==> src/rtl/star_collect_ctrl.sv <==
// star_collect_ctrl: counts collected stars from sticky touch flags, accumulates
// a saturating score and runs the star-power timer with its end-of-power blink.
// Optional build macro STAR_COMBO_EN: combo multiplier on points while powered.
module star_collect_ctrl #(
  parameter int unsigned NUM_STARS    = 3,
  parameter int unsigned STAR_POINTS  = 100,
  parameter int unsigned SCORE_MAX    = 9999,
  parameter int unsigned POWER_FRAMES = 600,
  parameter int unsigned WARN_FRAMES  = 120,
  parameter int unsigned BLINK_DIV    = 8
) (
  input  logic                 sys_clk,
  input  logic                 RST_N,
  input  logic [NUM_STARS-1:0] touch_star,
  input  logic                 frame_tick,
  output logic [3:0]           stars_collected,
  output logic [13:0]          score,
  output logic                 powered,
  output logic                 blink,
  output logic                 all_collected,
  output logic [9:0]           power_left
);

  localparam int unsigned BW = $clog2(BLINK_DIV + 1);

  typedef enum logic [1:0] {
    ST_IDLE  = 2'd0,
    ST_POWER = 2'd1,
    ST_WARN  = 2'd2
  } state_e;

  state_e                 state_q, state_d;
  logic [NUM_STARS-1:0]   touch_d_q, touch_d_d;
  logic [3:0]             stars_q, stars_d;
  logic [13:0]            score_q, score_d;
  logic [9:0]             power_left_q, power_left_d;
  logic                   blink_q, blink_d;
  logic [BW-1:0]          blink_cnt_q, blink_cnt_d;
  logic                   all_coll_q, all_coll_d;
  logic                   powered_q, powered_d;

  logic [NUM_STARS-1:0]   new_mask_s;
  logic [3:0]             new_cnt_s;
  logic [14:0]            points_s;
  logic [14:0]            add_s;
  logic [14:0]            score_sum_s;
  logic [4:0]             star_sum_s;
  logic [9:0]             pl_dec_s;
  logic [BW-1:0]          cnt_inc_s;

`ifdef STAR_COMBO_EN
  logic [1:0]             combo_q, combo_d;
`endif

  // Rising-edge detect on the sticky touch flags and count of new pickups this cycle.
  always_comb begin
    touch_d_d  = touch_star;
    new_mask_s = touch_star & ~touch_d_q;
    new_cnt_s  = 4'd0;
    for (int i = 0; i < int'(NUM_STARS); i++) begin
      new_cnt_s = new_cnt_s + {3'd0, new_mask_s[i]};
    end
  end

  // Power FSM: reload on any pickup, count down on frame ticks, blink during warning.
  always_comb begin
    state_d      = state_q;
    power_left_d = power_left_q;
    blink_d      = blink_q;
    blink_cnt_d  = blink_cnt_q;
    pl_dec_s     = power_left_q - 10'd1;
    cnt_inc_s    = blink_cnt_q + {{(BW-1){1'b0}}, 1'b1};
    if (new_cnt_s != 4'd0) begin
      // a reload takes priority over a frame tick in the same cycle
      state_d      = ST_POWER;
      power_left_d = 10'(POWER_FRAMES);
      blink_d      = 1'b0;
      blink_cnt_d  = {BW{1'b0}};
    end else if (frame_tick) begin
      case (state_q)
        ST_POWER: begin
          power_left_d = pl_dec_s;
          if (pl_dec_s <= 10'(WARN_FRAMES)) begin
            state_d     = ST_WARN;
            blink_cnt_d = {BW{1'b0}};
            blink_d     = 1'b1;
          end else begin
            state_d     = ST_POWER;
          end
        end
        ST_WARN: begin
          if (power_left_q <= 10'd1) begin
            state_d      = ST_IDLE;
            power_left_d = 10'd0;
            blink_d      = 1'b0;
            blink_cnt_d  = {BW{1'b0}};
          end else if (cnt_inc_s == BW'(BLINK_DIV)) begin
            power_left_d = pl_dec_s;
            blink_cnt_d  = {BW{1'b0}};
            blink_d      = ~blink_q;
          end else begin
            power_left_d = pl_dec_s;
            blink_cnt_d  = cnt_inc_s;
          end
        end
        default: begin
          // idle ignores frame ticks and keeps the timer at zero
          state_d      = ST_IDLE;
          power_left_d = 10'd0;
          blink_d      = 1'b0;
          blink_cnt_d  = {BW{1'b0}};
        end
      endcase
    end else begin
      state_d = state_q;
    end
    powered_d = (state_d != ST_IDLE);
  end

`ifdef STAR_COMBO_EN
  // Combo level: grows while powered, restarts when collected from idle or when power ends.
  always_comb begin
    combo_d = combo_q;
    if (new_cnt_s != 4'd0) begin
      if (state_q != ST_IDLE) begin
        combo_d = (combo_q == 2'd3) ? 2'd3 : combo_q + 2'd1;
      end else begin
        combo_d = 2'd0;
      end
    end else if (state_d == ST_IDLE) begin
      combo_d = 2'd0;
    end else begin
      combo_d = combo_q;
    end
    points_s = 15'(STAR_POINTS) << combo_d;
  end
`else
  // Fixed points per star when the combo multiplier is not built in.
  always_comb begin
    points_s = 15'(STAR_POINTS);
  end
`endif

  // Star count, saturating score and the one-shot all-collected pulse.
  always_comb begin
    add_s       = 15'(new_cnt_s) * points_s;
    score_sum_s = {1'b0, score_q} + add_s;
    if (score_sum_s > 15'(SCORE_MAX)) begin
      score_d = 14'(SCORE_MAX);
    end else begin
      score_d = score_sum_s[13:0];
    end
    star_sum_s = {1'b0, stars_q} + {1'b0, new_cnt_s};
    if (star_sum_s > 5'(NUM_STARS)) begin
      stars_d = 4'(NUM_STARS);
    end else begin
      stars_d = star_sum_s[3:0];
    end
    // count never decreases, so the first arrival at NUM_STARS happens only once
    all_coll_d = (stars_d == 4'(NUM_STARS)) && (stars_q != 4'(NUM_STARS));
  end

  // State and output registers with asynchronous clear.
  always_ff @(posedge sys_clk or negedge RST_N) begin
    if (!RST_N) begin
      state_q      <= ST_IDLE;
      touch_d_q    <= {NUM_STARS{1'b0}};
      stars_q      <= 4'd0;
      score_q      <= 14'd0;
      power_left_q <= 10'd0;
      blink_q      <= 1'b0;
      blink_cnt_q  <= {BW{1'b0}};
      all_coll_q   <= 1'b0;
      powered_q    <= 1'b0;
`ifdef STAR_COMBO_EN
      combo_q      <= 2'd0;
`endif
    end else begin
      state_q      <= state_d;
      touch_d_q    <= touch_d_d;
      stars_q      <= stars_d;
      score_q      <= score_d;
      power_left_q <= power_left_d;
      blink_q      <= blink_d;
      blink_cnt_q  <= blink_cnt_d;
      all_coll_q   <= all_coll_d;
      powered_q    <= powered_d;
`ifdef STAR_COMBO_EN
      combo_q      <= combo_d;
`endif
    end
  end

  assign stars_collected = stars_q;
  assign score           = score_q;
  assign powered         = powered_q;
  assign blink           = blink_q;
  assign all_collected   = all_coll_q;
  assign power_left      = power_left_q;

endmodule

==> config.mk <==
export PLATFORM = sky130hd
export DESIGN_NAME = star_collect_ctrl
export DESIGN_NICKNAME = d
export VERILOG_FILES = /design/src/rtl/star_collect_ctrl.sv
export SDC_FILE = /design/constraint.sdc
export NUM_CORES = 1
export LEC_CHECK = 0
export ABC_AREA = 0
export CORE_ASPECT_RATIO = 0.75
export CORE_MARGIN = 4
export CORE_UTILIZATION = 50
export CTS_BUF_LIST = sky130_fd_sc_hd__clkbuf_4 sky130_fd_sc_hd__clkbuf_8 sky130_fd_sc_hd__clkbuf_16
export CTS_CLUSTER_SIZE = 25
export DETAILED_ROUTE_END_ITERATION = 16
export GPL_ROUTABILITY_DRIVEN = 0
export PLACE_DENSITY = 0.74
export SLEW_MARGIN = 20
export SYNTH_ARGS = -nofsm -noshare
export SYNTH_HDL_FRONTEND = slang
export SYNTH_SLANG_ARGS = --single-unit
==> constraint.sdc <==
create_clock -name sys_clk -period 4.5 [get_ports sys_clk]
set_input_delay 1.35 -clock sys_clk [delete_from_list [all_inputs] [get_ports sys_clk]]
set_output_delay 1.35 -clock sys_clk [all_outputs]
set_load 0.005 [all_outputs]
==> flow_summary.yaml <==
floorplanning:
  floorplan.die.height_um: 71.11
  io-pin-count: 37
  fp.dieW_um: 92.15
  dieArea_sq_um: 6552
  effective_utilization_at_floorplan_pct: 53.00
  design.core.area_sq_um: 5010
  fp-row-count: 22
layout:
  design.final.nets: 373
  insertedDiodeCount: 0
  layout-drive-gt1-share_pct: 22.61
  final_core_util_pct: 69.68
  area_grow_syn2layout_pct: 31.48
critical_path:
  worst_setup_path_startpoint: "touch_star[0]"
  crit_path_top_delay_cell: "sky130_fd_sc_hd__fa_1"
  cp.depth: 13
  criticalPathCategory: "in2reg"
  crit_required_ps: 4670
  timing.critical_path.arrival_ps: 4310
  endpoint_kind: "register"
  ff2ff_setup_slack_ps: 1100
  critical-path-top-delay-family: "adder cells"
  critical_path.max_fanout: 7
  timing.critical_path.from_type: "input pin"
  worstPathBufferInverterCount: 4
  critical-path-max-stage-delay_ps: 520
  r2r_cells: 12
  path_cells: "dlymetal6s2s_1 > nand2b_1 > fa_1 > buf_4 > buf_4 > ha_1 > ha_1 > nand2b_1 > a2111oi_0 > a211o_1 > nor4_4 > buf_4 > or3b_4"
  worst_r2r_endpoint: "score[0]$_DFFE_PN0N_"
  path_common_cell: "sky130_fd_sc_hd__buf_4"
  reg2reg_from: "touch_d_q[0]$_DFF_PN0_"
grt:
  grt_pass1_vias: 2111
  groute.usage.overall_pct: 20.59
  grt_first_pass_wirelength_um: 10680
  grt_antenna_before_repair: 0
  grt_overflow: 0
  grt_start_max_net_pins: 40
sta:
  final.setup.worst_slack_ps: 352.5
  layout_min_cycle_time_ps: 4148
  maxSlewViolCount: 0
  finalHoldViolCount: 0
  grt_setup_unrepaired: "no"
  timing.max_slew.rel_slack_pct: 42.50
  maximum_clock_rate_mhz: 241.1
  number_of_failing_setup_endpoints_in_the_final_timing_report: 0
  worst_margin_pin_slew_ps: 862.5
  final_hold_slack_ps: 533.7
  fin_skew_ps: 8.521
  ratio_of_final_minimum_period_to_clock_period_pct: 92.17
drt:
  routed_wire_length_per_instance_um: 15.67
  totalWireLength_um: 6534
  met1Wirelength_um: 3441
  ant_nets_after_route: 0
  vias_per_cell: 5.633
  dr_wl_met3_um: 476
  detail_route.iter0.violations: 162
  drtPass1Iterations: 4
  highest-signal-layer: "met4"
  wl_met2_um: 2584
  via_count: 2349
  drc_errors: 0
synthesis:
  number_of_synthesis_warnings: 0
  synthesis.area_sq_um: 2655
  synthMostInstantiatedCell: "sky130_fd_sc_hd__dfrtp_1"
  dominantRegCellSynth: "sky130_fd_sc_hd__dfrtp_1"
  synth_largest_area_cell: "sky130_fd_sc_hd__dfrtp_1"
  synth.cells.most_frequent: "39 x sky130_fd_sc_hd__dfrtp_1, 28 x sky130_fd_sc_hd__nand2_1, 18 x sky130_fd_sc_hd__ha_1"
  synth_enable_flop_cells: 0
  synth_area_per_cell_sq_um: 9.655
  yosys-top-cells-area: "sky130_fd_sc_hd__dfrtp_1 37%, sky130_fd_sc_hd__ha_1 8.5%, sky130_fd_sc_hd__nand2_1 4.0%"
  postSynthRegisterBits: 39
  synthCells: 275
  synth_cell_types: 66
  synth_top_area_share_pct: 36.76
  synth-seq-area-share_pct: 36.76
  async_reset_ff_share_pct: 100.0
worst_hold_path:
  timing.hold.worst_endpoint: "score[0]$_DFFE_PN0N_"
  min-delay-path-class: "reg2reg"
  holdPathStages: 1
  hp-start: "score[0]$_DFFE_PN0N_"
clocking:
  clk_transition_reported_paths_ps: 70
  cts_sinks: 39
  root_buffer: "sky130_fd_sc_hd__clkbuf_8"
  tritoncts: "built"
  numCtsBuffers: 5
  ctsLongestPathBuffers: 2
  cts_htree_levels: 2
  cts_hold_repair.buffers: 0
  clock_insertion_delay_worst_skew_ps: 290
place:
  dp_worst_setup_slack_ps: -428.5
  dpl_wire_length_um: 4847
  place.port_buffers: 36
run:
  drv.max_cap_violation_count: 0
power_and_ir_drop:
  irDropWorstVdd_v: 0.0003202
  power_density_nw_per_um2: 520.2
  power_leakage_uw: 0.001541
run_status:
  status: "complete, no violations"
final cells by class:
| type | instances | area [sq um] |
|---|---|---|
| Multi-Input combinational cell | 215 | 1670 |
| Clock buffer | 6 | 76.32 |
| Fill cell | 398 | 1519 |
| Sequential cell | 39 | 975.9 |
| Tap cell | 72 | 90.09 |
| Inverter | 15 | 56.30 |
| Timing Repair Buffer | 70 | 621.8 |
flip-flops by register name (all words and copies together) (netlist names):
| signal | cells |
|---|---|
| all_collected | 1 |
| touch_d_q | 3 |
| stars_collected | 4 |
| blink_cnt_q | 4 |
| blink | 1 |
| powered | 1 |
| state_q | 2 |
| score | 13 |
| power_left | 10 |
layout by cell type, fill, tap and decap left out, types with 4 or more instances in the layout:
cell / Yosys / layout
sky130_fd_sc_hd__dfrtp_1: 39 / 39
sky130_fd_sc_hd__buf_4: 1 / 33
sky130_fd_sc_hd__clkdlybuf4s50_1: 0 / 32
sky130_fd_sc_hd__nand2_1: 28 / 28
sky130_fd_sc_hd__nor2_1: 15 / 15
sky130_fd_sc_hd__o21ai_0: 16 / 15
sky130_fd_sc_hd__ha_1: 18 / 15
sky130_fd_sc_hd__inv_1: 15 / 13
sky130_fd_sc_hd__a21oi_1: 16 / 13
sky130_fd_sc_hd__nand2b_1: 8 / 8
sky130_fd_sc_hd__nand3_1: 8 / 7
sky130_fd_sc_hd__o211ai_1: 6 / 6
sky130_fd_sc_hd__or2_2: 5 / 5
sky130_fd_sc_hd__xor2_1: 6 / 5
sky130_fd_sc_hd__nor2b_1: 6 / 5
sky130_fd_sc_hd__mux2i_1: 5 / 5
sky130_fd_sc_hd__clkbuf_8: 0 / 5
sky130_fd_sc_hd__a31oi_1: 4 / 4
sky130_fd_sc_hd__xnor2_1: 4 / 4
cells by family (layout without fill, tap and decap cells):
family                     Yosys count  count (layout)  share of synthesized area (%)
adders and majority gates           21              21                          10.74
AOI/OAI and AO/OA                   69              69                          19.32
xor gates and xnor gates            11              11                          3.911
DFF                                 39              39                          36.76
other                                1               2                         0.1412
and+or+nand+nor                    107             107                          23.66
muxes                                5               5                          1.885
buffers and inverters               22              91                          3.581
power breakdown:
part           total, uW  switching (uW)  leakage (uW)  internal [uW]
clock network        225             115     0.0000406            109
logic               1040             492       0.00104            549
registers            550             118      0.000463            432
total               1820             725       0.00154           1090
worst max-delay path by stage:
| stage | endpoint | slack (ps) |
|---|---|---|
| 2_1_floorplan | score[0]$_DFFE_PN0N_ | 100 |
| 3_3_place_gp | score[0]$_DFFE_PN0N_ | -390 |
| 3_5_place_dp | score[7]$_DFF_PN0_ | -430 |
| 4_1_cts | score[0]$_DFFE_PN0N_ | 20 |
| 5_1_grt | score[0]$_DFFE_PN0N_ | 220 |
| 6_report | score[0]$_DFFE_PN0N_ | 350 |
metrics by stage:
| step | std cells | cell area (sq um) | power (uW) | setup TNS [ps] |
|---|---|---|---|---|
| 2_1_floorplan | 276 | 2659 | 1056 | 0 |
| 3_3_place_gp | 407 | 3291 | 1467 | -2813 |
| 3_5_place_dp | 407 | 3291 | 1487 | -3969 |
| 4_1_cts | 414 | 3423 | 1768 | 0 |
| 5_1_grt | 417 | 3491 | 1952 | 0 |
| 6_report | 417 | 3491 | 1816 | 0 |
routing by layer:
metal | vias up | global-route usage, %
met5 | - | 0
met4 | 0 | 5.437
met3 | 2 | 5.739
met2 | 89 | 26.05
met1 | 1120 | 33.38
li1 | 1138 | -
timing repair:
item                                    in CTS  in global routing
resized for setup                           11                 10
cloned                                       0                  0
endpoints found under the setup margin       7                  7
pin swaps                                    5                 10
buffers inserted                             1                  4
Note: power is estimated with default switching activity, not from simulation.
